$ cat src/rtl/pbit_pkg.sv
// Shared p-bit definitions: fixed-point word type, histogram FSM states, +/-1.0 constants.
package pbit_pkg;

    localparam int DEF_INT_SIZE   = 8;
    localparam int DEF_FLOAT_SIZE = 24;
    localparam int DEF_FXP_W      = DEF_INT_SIZE + DEF_FLOAT_SIZE;

    typedef logic signed [DEF_FXP_W-1:0] fxp_t;

    localparam fxp_t FXP_POS_ONE = fxp_t'(1) <<< DEF_FLOAT_SIZE;
    localparam fxp_t FXP_NEG_ONE = -FXP_POS_ONE;

    typedef enum logic [1:0] {
        ST_IDLE  = 2'd0,
        ST_CLEAR = 2'd1,
        ST_RUN   = 2'd2,
        ST_DONE  = 2'd3
    } hist_state_t;

endpackage

$ cat src/rtl/pbit_state_decode.sv
// Combinational p-bit word to state-index decoder: bit k is 1 when word k is non-negative.
module pbit_state_decode
    import pbit_pkg::*;
#(
    parameter int NUM_PBITS = 3,
    parameter int WORD_W    = DEF_FXP_W
) (
    input  logic [NUM_PBITS*WORD_W-1:0] pbit_vals,
    output logic [NUM_PBITS-1:0]        state_idx
);

    // Only the sign matters; the signed compare reduces to the MSB in synthesis.
    always_comb begin
        state_idx = '0;
        for (int k = 0; k < NUM_PBITS; k++) begin
            state_idx[k] = ($signed(pbit_vals[k*WORD_W +: WORD_W]) >= 0);
        end
    end

endmodule

$ cat src/rtl/pbit_state_histogram.sv
// Histogram of decoded p-bit states over a programmed sample window, with registered read port.
// Optional burn-in discard of the first strobes when PBIT_HISTOGRAM_BURNIN_EN is defined.
//
// state | meaning
// IDLE  | waiting for start after reset
// CLEAR | zeroing one bin per cycle, index 0 .. 2**NUM_PBITS-1
// RUN   | counting sample strobes until samples_taken hits the latched window
// DONE  | histogram frozen, done high until next start
module pbit_state_histogram
    import pbit_pkg::*;
#(
    parameter int NUM_PBITS    = 3,
    parameter int INT_SIZE     = DEF_INT_SIZE,
    parameter int FLOAT_SIZE   = DEF_FLOAT_SIZE,
    parameter int CNT_WIDTH    = 16,
    parameter int SAMPLE_WIDTH = 16
) (
    input  logic                                      CLK,
    input  logic                                      RST,
    input  logic                                      start,
    input  logic [SAMPLE_WIDTH-1:0]                   num_samples,
`ifdef PBIT_HISTOGRAM_BURNIN_EN
    input  logic [SAMPLE_WIDTH-1:0]                   burn_in,
`endif
    input  logic                                      sample_valid,
    input  logic [NUM_PBITS*(INT_SIZE+FLOAT_SIZE)-1:0] pbit_vals,
    input  logic [NUM_PBITS-1:0]                      rd_addr,
    output logic [CNT_WIDTH-1:0]                      rd_data,
    output logic                                      busy,
    output logic                                      done,
    output logic [SAMPLE_WIDTH-1:0]                   samples_taken
);

    localparam int                   NUM_BINS = 2**NUM_PBITS;
    localparam int                   WORD_W   = INT_SIZE + FLOAT_SIZE;
    localparam logic [NUM_PBITS-1:0] LAST_BIN = '1;
    localparam logic [CNT_WIDTH-1:0] CNT_MAX  = '1;

    hist_state_t             state_q, state_d;
    logic [SAMPLE_WIDTH-1:0] target_q;
    logic [NUM_PBITS-1:0]    clr_idx_q;
    logic [NUM_PBITS-1:0]    bin_idx;
    logic [CNT_WIDTH-1:0]    bins_q [NUM_BINS];
    logic                    start_ok, run_full, accept, burn_skip, count_en;

    pbit_state_decode #(
        .NUM_PBITS (NUM_PBITS),
        .WORD_W    (WORD_W)
    ) u_decode (
        .pbit_vals (pbit_vals),
        .state_idx (bin_idx)
    );

    assign start_ok = start && ((state_q == ST_IDLE) || (state_q == ST_DONE));
    assign run_full = (samples_taken == target_q);
    assign accept   = (state_q == ST_RUN) && sample_valid && !run_full;
    assign count_en = accept && !burn_skip;

`ifdef PBIT_HISTOGRAM_BURNIN_EN
    logic [SAMPLE_WIDTH-1:0] burn_left_q;

    assign burn_skip = (burn_left_q != '0);

    always_ff @(posedge CLK or posedge RST) begin
        if (RST) begin
            burn_left_q <= '0;
        end else if (start_ok) begin
            burn_left_q <= burn_in;
        end else if (accept && burn_skip) begin
            burn_left_q <= burn_left_q - 1'b1;
        end
    end
`else
    assign burn_skip = 1'b0;
`endif

    always_ff @(posedge CLK or posedge RST) begin
        if (RST) begin
            state_q <= ST_IDLE;
        end else begin
            state_q <= state_d;
        end
    end

    always_comb begin
        state_d = state_q;
        unique case (state_q)
            ST_IDLE:  if (start) state_d = ST_CLEAR;
            ST_CLEAR: if (clr_idx_q == LAST_BIN) state_d = ST_RUN;
            ST_RUN:   if (run_full) state_d = ST_DONE;
            ST_DONE:  if (start) state_d = ST_CLEAR;
            default:  state_d = ST_IDLE;
        endcase
    end

    always_comb begin
        busy = (state_q == ST_CLEAR) || (state_q == ST_RUN);
        done = (state_q == ST_DONE);
    end

    always_ff @(posedge CLK or posedge RST) begin
        if (RST) begin
            target_q      <= '0;
            samples_taken <= '0;
            clr_idx_q     <= '0;
        end else begin
            if (start_ok) begin
                target_q      <= num_samples;
                samples_taken <= '0;
                clr_idx_q     <= '0;
            end else begin
                if (state_q == ST_CLEAR) clr_idx_q <= clr_idx_q + 1'b1;
                if (count_en) samples_taken <= samples_taken + 1'b1;
            end
        end
    end

    // Saturating bins: a full counter holds rather than wrapping.
    always_ff @(posedge CLK or posedge RST) begin
        if (RST) begin
            for (int i = 0; i < NUM_BINS; i++) bins_q[i] <= '0;
        end else if (state_q == ST_CLEAR) begin
            bins_q[clr_idx_q] <= '0;
        end else if (count_en && (bins_q[bin_idx] != CNT_MAX)) begin
            bins_q[bin_idx] <= bins_q[bin_idx] + 1'b1;
        end
    end

    always_ff @(posedge CLK or posedge RST) begin
        if (RST) begin
            rd_data <= '0;
        end else begin
            rd_data <= bins_q[rd_addr];
        end
    end

endmodule
$ cat config.mk
export PLATFORM = sky130hd
export DESIGN_NAME = pbit_state_histogram
export DESIGN_NICKNAME = d
export VERILOG_FILES = /design/src/rtl/pbit_pkg.sv /design/src/rtl/pbit_state_decode.sv /design/src/rtl/pbit_state_histogram.sv
export SDC_FILE = /design/constraint.sdc
export NUM_CORES = 1
export LEC_CHECK = 0
export ABC_AREA = 0
export BUFFER_PORTS_ARGS = -buffer_cell sky130_fd_sc_hd__buf_4
export CAP_MARGIN = 5
export CORE_UTILIZATION = 35
export DETAILED_ROUTE_END_ITERATION = 8
export PLACE_DENSITY = 0.59
export RECOVER_POWER = 100
export SLEW_MARGIN = 20
export SYNTH_ARGS = -nofsm -noshare
export SYNTH_HDL_FRONTEND = slang
export SYNTH_HIERARCHICAL = 1
export SYNTH_SLANG_ARGS = --single-unit
export TNS_END_PERCENT = 10
$ cat constraint.sdc
create_clock -name CLK -period 5.55 [get_ports CLK]
set_input_delay 0.555 -clock CLK [delete_from_list [all_inputs] [get_ports CLK]]
set_output_delay 0.555 -clock CLK [all_outputs]
set_load 0.005 [all_outputs]
==> reports/summary.md, run 1 <==
The flow ran to the end, but the final reports show violations. The final reports fail on max-capacitance violations, max-slew violations. The worst path meets setup with 0.872 ns of slack.

The class of the most critical setup path was in2reg. The share of total power dissipated in sequential elements is 42.2%. The required time of the worst setup path was 5.90 ns; the average size of a mapped cell was 12.1 sq um. The actual slew at the worst max-slew pin was 3.07 ns; the layout-stage area growth over the synthesis result was 13.0%. The dominant register cell in the synthesized netlist is dfrtp_1. When the netlist entered floorplanning its net count stood at 952. In this run, synthesis inferred 0 flip-flops with an integrated enable. In this run, the combinational gates consume 33.4% of the power. In this run the worst setup path begins at pbit_vals[95]. Clock skew on the completed layout was measured at 0.0178 ns.

In this run the remaining antenna-violating nets after routing total 0. For this run, the share of the core covered by cells in the final layout is 40.4%. The most frequent cell on the critical path is nor4_1. Per report_power, the clock group accounts for 24.4% of the total. The number of global-route vias before repair came out at 6,818. The routed via count divided by cell count was 5.42. The initial antenna violation count came out at 0. After layout, the worst path uses 84.3% of the clock period. The final critical delay including setup and external delays came out at 4.68 ns.

The logs give 0 for the final number of hold-violating endpoints and 45.5% for the sequential share of the synthesized area. For the number of pins with negative max-slew slack in the final report, the log shows 208. Worst hold path endpoint: target_q[9]$_DFFE_PP0P_.

In this run, synthesis produced a sequential element count of 181. The path class of the tightest hold or removal check is in2reg. The total congestion overflow after global routing was 0; the setup-violating endpoint count in the final report was 0. The endpoint identified for the worst register-to-register timing path is bins_q[80]$_DFFE_PP0P_.

The global-route total usage across every layer was 19.0%; the number of design rule violations left after detail routing was 0. The critical path's top delay family is buffers and inverters. The die is 171 microns tall. The logs give 58 for the distinct cell type count after synthesis and 0 for the number of inserted diodes. Before antenna repair, the detailed router went through 5 iterations. The floorplan step defined a core boundary enclosing 0.0279 sq mm. The tools report the cell-internal power as 3.49 mW. Entering global routing, the biggest net connects 139 pins.

The worst-path cell with the longest stage delay was a2111oi_2. The logs give 1,003 for the number of nets in the final layout and 17 for the number of buffers created by CTS. The worst hold path begins at num_samples[9].

Counting both buffers and inverters, the worst setup path holds a total of 5. For this design the total switching power over the nets is 1.85 mW. The signal on the critical path passes through clkbuf_4 > clkinv_1 > clkbuf_1 > inv_1 > a21oi_1 > a2111oi_2 > nor4_1 > and4_1 > nor4_1 > clkbuf_2 > mux2i_1. The library cell used most frequently in the layout, excluding fill and tap cells, is dfrtp_1. In this run the deepest clock path goes through 2 buffers. The run gives 0.0107 sq mm as the cell area reported after detailed placement. At the placement stage, the worst setup path has a slack of 1.04 ns.

For the leakage power summed over all cells, the log shows 4.70 nW. Startpoint type of the worst setup path: an input port. The run gives -105% as the worst relative slew slack.

After detailed routing, the total wire length is 26.3 mm. The number of warnings printed during yosys synthesis came out at 6. In the layout the commonest cells are 181 x dfrtp_1, 146 x nand2_1, 144 x mux2i_1.

The worst hold path was traced through 2 stages. Net switching is 34.6% of the power. The largest voltage drop on the vdd net is 198 uV, and the power density over cell area is 475 mW/mm^2. Post-CTS repair changed the size of 0 cells. The die extent in x is 171 microns, and the worst reg-to-reg setup slack is 1.90 ns. The number of buffers added on ports was 59. The root buffer cell chosen for the clock tree is clkbuf_16. For this run, the slowest stage of the critical path takes 0.73 ns.

For the CTS H-tree depth, the log shows 4. In this run the critical register-to-register path is launched from bins_q[0]$_DFFE_PP0P_. The tools report the die area as 0.0291 sq mm. The detailed placer's ending HPWL is 15.9 mm, and the site row count is 61. The first global-routing pass estimated 41.1 mm of wire. Max-cap violations in this run came to 3. Aggregate negative setup slack: 0 ns. The congestion estimate from routability-driven global placement came to 0.798. Clock-pin slew was measured on the worst setup and hold paths at 0.07 ns. The finished cells cover 0.0112 sq mm. The per-cell routed wire length is 20.8 microns. The worst register-to-register path has a depth of 9. The post-synthesis async set-or-reset flop share is 100%.

The tree built by TritonCTS fans out to 181 sinks. TritonCTS built the clock tree. 153 I/O pins were placed.

Total setup buffers inserted after CTS: 0. The logs give 499 for the number of design-rule violations left by the first detailed-router iteration and 35.7% for the initial standard-cell utilization of the core. The mapped netlist covers 0.00995 sq mm. The instance count of the mapped netlist is 825. The data arrival time of the critical path came out at 5.03 ns. Across all layers, the routed design uses 6,856 vias. Setup repair after global routing left no endpoint under its margin. In this run the worst path has a maximum fanout of 21. Timing would allow up to 214 MHz. The post-route netlist has 22.1% of its cells at a drive strength greater than 1. The number of hold buffers added after CTS was 0. STA classifies the critical path endpoint as a flop. The clock latency at the later pin of the worst-skew pair came out at 0.44 ns.
==> worst register-to-register path: stages, from the launching register on <==
cell and delay [ns]:
dfrtp_1 0.40, mux4_2 0.48, mux2_2 0.38, ha_1 0.27
and2_1 0.15, buf_4 0.16, and4_1 0.34, nor4_1 0.45
clkbuf_2 0.65, mux2i_1 0.28
==> power by group through the flow <==
stage          Combinational [mW]  Sequential (mW)  Clock (mW)
2_1_floorplan                1.36             2.16           0
3_3_place_gp                 1.77             2.26           0
3_5_place_dp                 1.81             2.27           0
4_1_cts                      1.83             2.25        1.33
5_1_grt                      1.97             2.33        1.37
6_report                     1.78             2.25        1.30
==> cell families after synthesis <==
family	count (synthesis)	synth area share (%)
simple gates	252	12.8
mux	235	30.4
flops	181	45.5
buf+inv	61	3.41
compound gates	49	3.41
xor+xnor	39	3.43
fa+ha+maj	8	1.01
==> synth_stat cells, types with 4 or more instances <==
cell type	n	area (sq um)
dfrtp_1	181	4530
nand2_1	146	548
mux2i_1	144	1440
mux4_2	49	1100
mux2_2	37	417
xnor2_1	34	298
nor2_1	23	86.3
clkbuf_1	17	63.8
inv_1	12	45.0
nand3_1	12	60.1
a21oi_1	11	55.1
nand4_1	11	68.8
buf_6	10	113
nor2b_1	10	62.6
o21ai_0	10	50.1
ha_1	8	100
buf_1	7	26.3
buf_2	7	35.0
buf_4	7	52.6
nor4_4	7	149
or3_1	7	43.8
and2_1	6	37.5
nand3b_1	6	45.0
xor2_1	5	43.8
a221oi_1	4	35.0
mux2_1	4	45.0
nand2b_1	4	25.0
==> sequential cells by signal (all words and copies together) (netlist names) <==
name	count
rd_data	16
samples_taken	16
state_q	2
clr_idx_q	3
target_q	16
bins_q	128
==> worst max-delay path by stage <==
| stage | to | slack (ns) | cells after the start |
|---|---|---|---|
| 2_1_floorplan | bins_q[0]$_DFFE_PP0P_ | 0.08 | 1 |
| 3_3_place_gp | bins_q[105]$_DFFE_PP0P_ | 1.18 | 11 |
| 3_5_place_dp | bins_q[104]$_DFFE_PP0P_ | 1.04 | 11 |
| 4_1_cts | bins_q[104]$_DFFE_PP0P_ | 1.51 | 11 |
| 5_1_grt | bins_q[85]$_DFFE_PP0P_ | 0.70 | 11 |
| 6_report | bins_q[80]$_DFFE_PP0P_ | 0.87 | 11 |
==> per-stage QoR <==
step | instances | total power [mW] | hold slack, ns
2_1_floorplan | 825 | 3.52 | 0.495
3_3_place_gp | 1235 | 4.04 | 0.512
3_5_place_dp | 1235 | 4.08 | 0.518
4_1_cts | 1266 | 5.40 | 0.332
5_1_grt | 1266 | 5.67 | 0.336
6_report | 1266 | 5.34 | 0.337
==> routing by layer <==
| metal | GRT usage, % | share of wire (%) | vias up |
|---|---|---|---|
| met1 | 26.9 | 46 | 3546 |
| met2 | 30.2 | 47 | 217 |
| met4 | 4.31 | 0.99 | 0 |
| met3 | 3.26 | 5.4 | 21 |
| met5 | 0 | 0 | - |
| li1 | - | - | 3072 |
==> final cells by class <==
type                       instances  area, sq um
tap                              378          473
sequential                       181         4530
multi-input combinational        583         5020
inverter                          13         52.6
clock buffer                      19          453
timing repair buffer              80          552
clock inverter                    12          166
fill                            2669        16600
Power figures use the tool's default switching activity.
==> run 2, diff against run 1 <==
clock period = 4.25 ns   (was 5.55 ns; I/O delays follow)
==> run 2 against run 1 <==
Effect of this change: the run still ends with max-capacitance violations, max-slew violations left; first-iteration DRC count fell by 19%; cell area rose by 0.45%; critical path depth did not move; combinational power is 31% higher; final cell count is 0.63% higher; die area unchanged; non-clock buffer count grew 7; global-route usage grew 0.12 points; clock power increased by 28%; sequential power up 31%.
==> reports/summary.md, run 2 (synthesized netlist as in run 1, its figures left out) <==
The number of inserted diodes is 0. Grouping stages by cell kind, the critical path spends the most delay in buffers and inverters. The initial standard-cell utilization of the core was 35.7%. Max-capacitance violation count: 2. The depth of the critical timing path with buffers and inverters included was 11; the setup-violating endpoint count in the final report was 0. The logs give 0 for the hold-fix buffer count after cts and 0 for the total congestion overflow after global routing. In this design, the stage delay of the slowest critical-path cell is 0.66 ns. Dividing the detail-routed wire length by the instance count gives 20.5 microns.

The signal on the critical path passes through clkbuf_4 > clkinv_1 > buf_12 > inv_1 > a21oi_1 > a2111oi_2 > nor4_1 > and4_1 > nor4_1 > clkbuf_2 > mux2i_1. Ranked by flip-flop count, first place goes to bins_q. The register with the most flip-flops in the layout has 128 of them. The run gives 0.0108 sq mm as the cell area reported after detailed placement. The slowest stage of the critical path is the a2111oi_2 cell. The library cell used most frequently in the layout, excluding fill and tap cells, is dfrtp_1. The worst reg-to-reg setup slack was 0.96 ns; the largest net degree at the start of global routing was 182. The worst hold slack came out at 0.0986 ns.

For the pin with the worst max-slew slack, the measured transition is 2.93 ns. The tools report the leakage power summed over all cells as 4.73 nW. The startpoint type of the worst setup path was an input port. The logs give 7,039 for the number of global-route vias before repair and 3.90 ns for the data arrival time of the critical path. Along the worst path, the maximum fanout reaches 40. The required time of the worst setup path was 4.60 ns. In this run the tool buffered the top-level ports with 59 buffer cells. The H-tree was split into 4 levels.

The tools report the slack of the critical path as 0.695 ns. From left edge to right edge, the die measures 171 microns. The worst setup path is captured at a flop. The die height is 171 microns, and the layout-stage area growth over the synthesis result is 13.5%. The run gives 17 as the number of buffers created by CTS.

After clock tree synthesis, the clock-pin slew on the worst setup and hold paths is 0.07 ns. The clock net in this run drives a total of 181 sinks. The final critical delay including setup and external delays came out at 3.55 ns.

For the highest clock frequency the design can meet, the log shows 281 MHz. Cells with a size suffix above 1 make up 22.7% of the layout. The run gives -95.5% as the worst relative slew slack. Clock skew on the completed layout was measured at 0.0168 ns. Setup repair after global routing left no endpoint under its margin.

The post-route fraction of the period consumed by the critical path came out at 83.6%. Library cell used as clock root buffer: clkbuf_16. Dividing the detail-routed via count by the number of cells gives 5.34. The quantity of gates resized following cts was 0. The cell that appears most often on the critical path is nor4_1. The logs give 144 for the number of pins with negative max-slew slack in the final report and 0.781 for the final weighted congestion of routability-driven global placement.

In this run the standard cell core region covers 0.0279 sq mm. The first global-routing pass estimated 41.6 mm of wire. For this run, the number of standard cells in the final layout without fillers is 1,274. The number of cells on the worst reg-to-reg path is 8. The tools report the largest voltage drop on the vdd net as 224 uV. At the end of the flow, the number of nets in the layout was 1,010. In the final timing run, aggregate negative setup slack is 0 ns. The run finished, with violations left. Row generation in the floorplan step produced 61 rows.

The run gives 2 as the maximum number of buffers from clock root to sink. The final number of hold-violating endpoints was 0; the number of nets with antenna violations after routing was 0. The origin of the critical flop-to-flop path is bins_q[0]$_DFFE_PP0P_. The critical path is of the in2reg type. The tools report the detailed placer's ending HPWL as 15.8 mm. The power density over cell area is 615 mW/mm^2.

The final route contains 6,803 vias. Number of placed cells counting well taps: 1,241. The checks that failed: max-capacitance violations, max-slew violations.

Cells fill 40.5% of the core in the end. TritonCTS built the clock tree. The total setup buffers inserted after CTS was 0. The total power after layout was 6.95 mW. The type of the tightest min-delay check was in2async. In the global route stage, overall resource usage came out at 19.1%. The top-level port count was 153. The number of design-rule violations left by the first detailed-router iteration is 406, and the die area is 0.0291 sq mm. In the layout the commonest cells are 181 x dfrtp_1, 146 x nand2_1, 144 x mux2i_1. The tools report the number of design rule violations left after detail routing as 0. The number of buffers and inverters on the critical path is 5. For the initial antenna violation count, the log shows 0. The pre-CTS setup slack was 0.551 ns; the number of iterations in the first detailed-routing pass was 5. The clock latency at the later pin of the worst-skew pair was 0.44 ns. With fillers left out, the area of the finished cells amounts to 0.0113 sq mm.

The wire length after detailed routing is 26.1 mm. In this run the critical register-to-register path is captured at bins_q[66]$_DFFE_PP0P_.
[run 2: worst reg2reg max path, delay by kind of cell, from the launching register on]
family	cells	cell delay, ns
multiplexers	3	1.13
AND/OR/NAND/NOR	3	0.88
buffers and inverters	1	0.54
adder cells (fa/ha/maj)	1	0.27
flip-flops	1	0.40
[run 2: layer usage]
metal	vias to the layer above	routed length, microns	track usage, %
met2	178	12300	30.4
met4	0	268	4.43
met3	21	1330	3.91
met5	-	0	0
met1	3504	12200	26.7
li1	3100	-	-
[run 2: report_power, final]
part           leakage (nW)  switching, mW  internal (mW)  total (mW)
clock                 0.300          0.758          0.907        1.67
sequential             2.21          0.516           2.43        2.94
combinational          2.22           1.16           1.18        2.34
[run 2: worst max-delay path by stage]
stage	from	endpoint	slack, ns
6_report	pbit_vals[95]	bins_q[66]$_DFFE_PP0P_	0.70
5_1_grt	pbit_vals[95]	bins_q[66]$_DFFE_PP0P_	0.42
4_1_cts	pbit_vals[95]	bins_q[4]$_DFFE_PP0P_	1.01
3_5_place_dp	pbit_vals[95]	bins_q[4]$_DFFE_PP0P_	0.55
3_3_place_gp	pbit_vals[95]	bins_q[4]$_DFFE_PP0P_	0.58
2_1_floorplan	pbit_vals[31]	bins_q[7]$_DFFE_PP0P_	0.57
[run 2: layout make-up]
cell class / instances / area [sq um]
clock buffers: 19 / 443
clock inverters: 13 / 163
fillers: 2644 / 16600
inverters: 13 / 50.0
multi-input cells: 583 / 5010
flip-flops and latches: 181 / 4530
well taps: 378 / 473
repair buffers: 87 / 628
==> run 3, diff against run 2 <==
PLACE_DENSITY = 0.57   (was 0.59)
clock period = 3.5 ns   (was 4.25 ns; I/O delays follow)
==> run 3 against run 2 <==
Effect of this change: the run still ends with max-capacitance violations, max-slew violations left; first-iteration DRC count rose by 39%; clock power is 23% higher; via count up 2.6%; critical endpoint is now bins_q[25]$_DFFE_PP0P_; setup slack worse by 0.41 ns; final cell count increased by 2.9%; non-clock buffer count grew 37; combinational power rose by 29%; cell area is 3.3% higher; die area unchanged; total power grew 24%.
==> reports/summary.md, run 3 (synthesized netlist as in run 1, its figures left out) <==
After the last flow step, the layout net total stands at 1,047. The number of cells on the worst reg-to-reg path came out at 9. The checks that failed: max-capacitance violations, max-slew violations.

For this run, the top clock speed supported by timing is 311 MHz. For this design, the sink count on the clock tree is 181. The library cells used most frequently in the layout, excluding fill and tap cells, are 181 x dfrtp_1, 146 x nand2_1, 144 x mux2i_1. Setup repair after global routing left no endpoint under its margin. Internal power comes to 5.57 mW. Once detailed placement completed, the half-perimeter wirelength came to 17.8 mm.

Summed over all layers, the routed wires come to 27.6 mm. Post-CTS repair changed the size of 0 cells. The via total after detailed routing was 6,979; the maximum number of buffers from clock root to sink was 2. The post-route fraction of the period consumed by the critical path is 91.9%. The worst reg-to-reg setup slack is 0.48 ns. The run gives 17 as the number of buffers created by CTS. For the pin with the worst max-slew slack, the measured transition is 1.74 ns. Between clock sinks in the finished design, the worst skew comes to 0.0188 ns. For this run, the total global-route usage over all layers was measured as 20.1%.

For hold timing, the worst endpoint is target_q[14]$_DFFE_PP0P_. The worst setup path is launched from an input port. STA classifies the critical path endpoint as a flop. In this run the power spent charging and discharging nets is 3.08 mW. For the CTS H-tree depth, the log shows 4. For this design the static power due to leakage is 4.90 nW. The routed design could run at a clock period as short as 3.22 ns. The tools report the largest net degree at the start of global routing as 73. The tools report the fraction of power consumed by combinational cells as 35.0%.

TritonCTS built the clock tree. The area inside the core boundary was 0.0279 sq mm; the count of cells along the worst hold path was 2. The number of setup buffers added after CTS is 0. The worst hold slack is 0.126 ns. The tree is rooted in a clkbuf_16.

The flip-flop count of the largest register after layout came out at 128. The run finished, with violations left. The final number of hold-violating endpoints was 0; the per-cell routed wire length was 21.0 microns. The number of antenna diodes in the final layout is 0. For this configuration, the core starts out at a cell density of 35.7%. The hold-fix buffer count after cts came out at 1. For the worst relative slew slack, the log shows -16.0%. The share of total power consumed by net switching is 35.6%, and the largest voltage drop on the vdd net is 331 uV.

For this run the aggregate overflow at the end of global routing stands at 0. The fraction of final layout cells sized beyond drive strength 1 came out at 25.3%. The detail route stage leaves a number of antenna-violating nets equal to 0. The largest register by flop count is bins_q. 153 I/O pins were placed. In this run the most critical hold path is launched from num_samples[14]. The logs give 61 for the site row count and 23.7% for the share of power burned in the clock network. The clock transition at the register clock pins on the worst setup and hold paths after CTS is 0.09 ns, and the die area is 0.0291 sq mm. For the worst setup path, the data required time is 3.78 ns. Max-cap violations in this run came to 2. The number of pins with negative max-slew slack in the final report was 68; the maximum fanout along the worst path was 12. The origin of the critical flop-to-flop path is bins_q[33]$_DFFE_PP0P_. The number of design rule violations left after detail routing is 0, and the setup-violating endpoint count in the final report is 0. Measured along the y axis, the die boundary spans 171 microns. Routability-driven placement finished with a final weighted congestion of 0.790. The run gives 8.65 mW as the total power after layout. The die extent in x was 171 microns. The later pin in the worst-skew pair is clocked with a latency of 0.45 ns. The wire length of the first global-routing pass is 43.6 mm, and the share of total power in sequential cells is 41.4%. The run gives 564 as the number of design-rule violations left by the first detailed-router iteration. The initial antenna violation count was 0; the number of buffers added on ports was 59. The number of iterations in the first detailed-routing pass was 5; the layout-stage area growth over the synthesis result was 17.3%. The class of the most critical setup path is in2reg.

The routed via count divided by cell count is 5.32, and the data arrival time of the critical path is 3.50 ns. The worst register-to-register path ends at bins_q[95]$_DFFE_PP0P_. The type of the tightest min-delay check is in2reg.

Dividing total power by cell area gives a power density of 741 mW/mm^2. The most frequent standard cell in the layout excluding fill and tap cells was dfrtp_1. The number of global-route vias before repair was 7,144.
-- run 3: area by class of cell --
cell class                 instances  area, sq um
clock buffer                      17          425
clock inverter                    15          191
fill                            2680        16200
inverter                          13         50.0
multi-input combinational        583         5060
sequential                       181         4530
tap                              378          473
timing repair buffer             124          933
-- run 3: critical path, stage by stage --
cell       delay [ns]
clkbuf_4         0.10
clkinv_1         0.27
clkbuf_1         0.35
buf_4            0.27
nor2_2           0.20
o2bb2ai_1        0.17
a221oi_1         0.11
clkbuf_1         0.13
nor3_2           0.32
clkbuf_1         0.23
nand2_1          0.11
xnor2_1          0.68
mux2i_1          0.17
-- run 3: worst max path at each step --
stage / startpoint / end / slack, ns / cells after the start
2_1_floorplan: pbit_vals[31] / bins_q[7]$_DFFE_PP0P_ / -0.10 / 16
3_3_place_gp: pbit_vals[31] / bins_q[97]$_DFFE_PP0P_ / 0.09 / 11
3_5_place_dp: pbit_vals[31] / bins_q[97]$_DFFE_PP0P_ / 0.05 / 11
4_1_cts: pbit_vals[31] / bins_q[97]$_DFFE_PP0P_ / 0.48 / 11
5_1_grt: pbit_vals[95] / bins_q[91]$_DFFE_PP0P_ / 0.15 / 13
6_report: pbit_vals[95] / bins_q[25]$_DFFE_PP0P_ / 0.28 / 13
-- run 3: per-layer routing --
| metal | routed length, microns | track usage [%] | up-vias |
|---|---|---|---|
| met2 | 13100 | 31.7 | 188 |
| met5 | 0 | 0 | - |
| met3 | 1280 | 3.28 | 30 |
| li1 | - | - | 3154 |
| met1 | 12800 | 28.4 | 3607 |
| met4 | 418 | 5.68 | 0 |
-- run 3: power by group through the flow --
stage               sequential (mW)  clock, mW  combinational [mW]
floorplan                      3.42          0                2.16
global placement               3.59          0                3.03
detailed placement             3.61          0                3.09
CTS                            3.57       2.09                3.11
global route                   3.69       2.16                3.34
finish                         3.58       2.05                3.02
-- run 3: through the flow --
stage / TNS, ns / cell area [sq um] / instances / utilization (%) / setup WS [ns]
after detailed placement: 0 / 11200 / 1278 / 40.1 / 0.0457
after floorplan: -7.00 / 9950 / 825 / - / -0.104
after global routing: 0 / 11700 / 1311 / 41.9 / 0.146
after global placement: 0 / 11200 / 1278 / 40.1 / 0.0871
after CTS: 0 / 11800 / 1311 / 42.4 / 0.484
final: 0 / 11700 / 1311 / 41.9 / 0.282
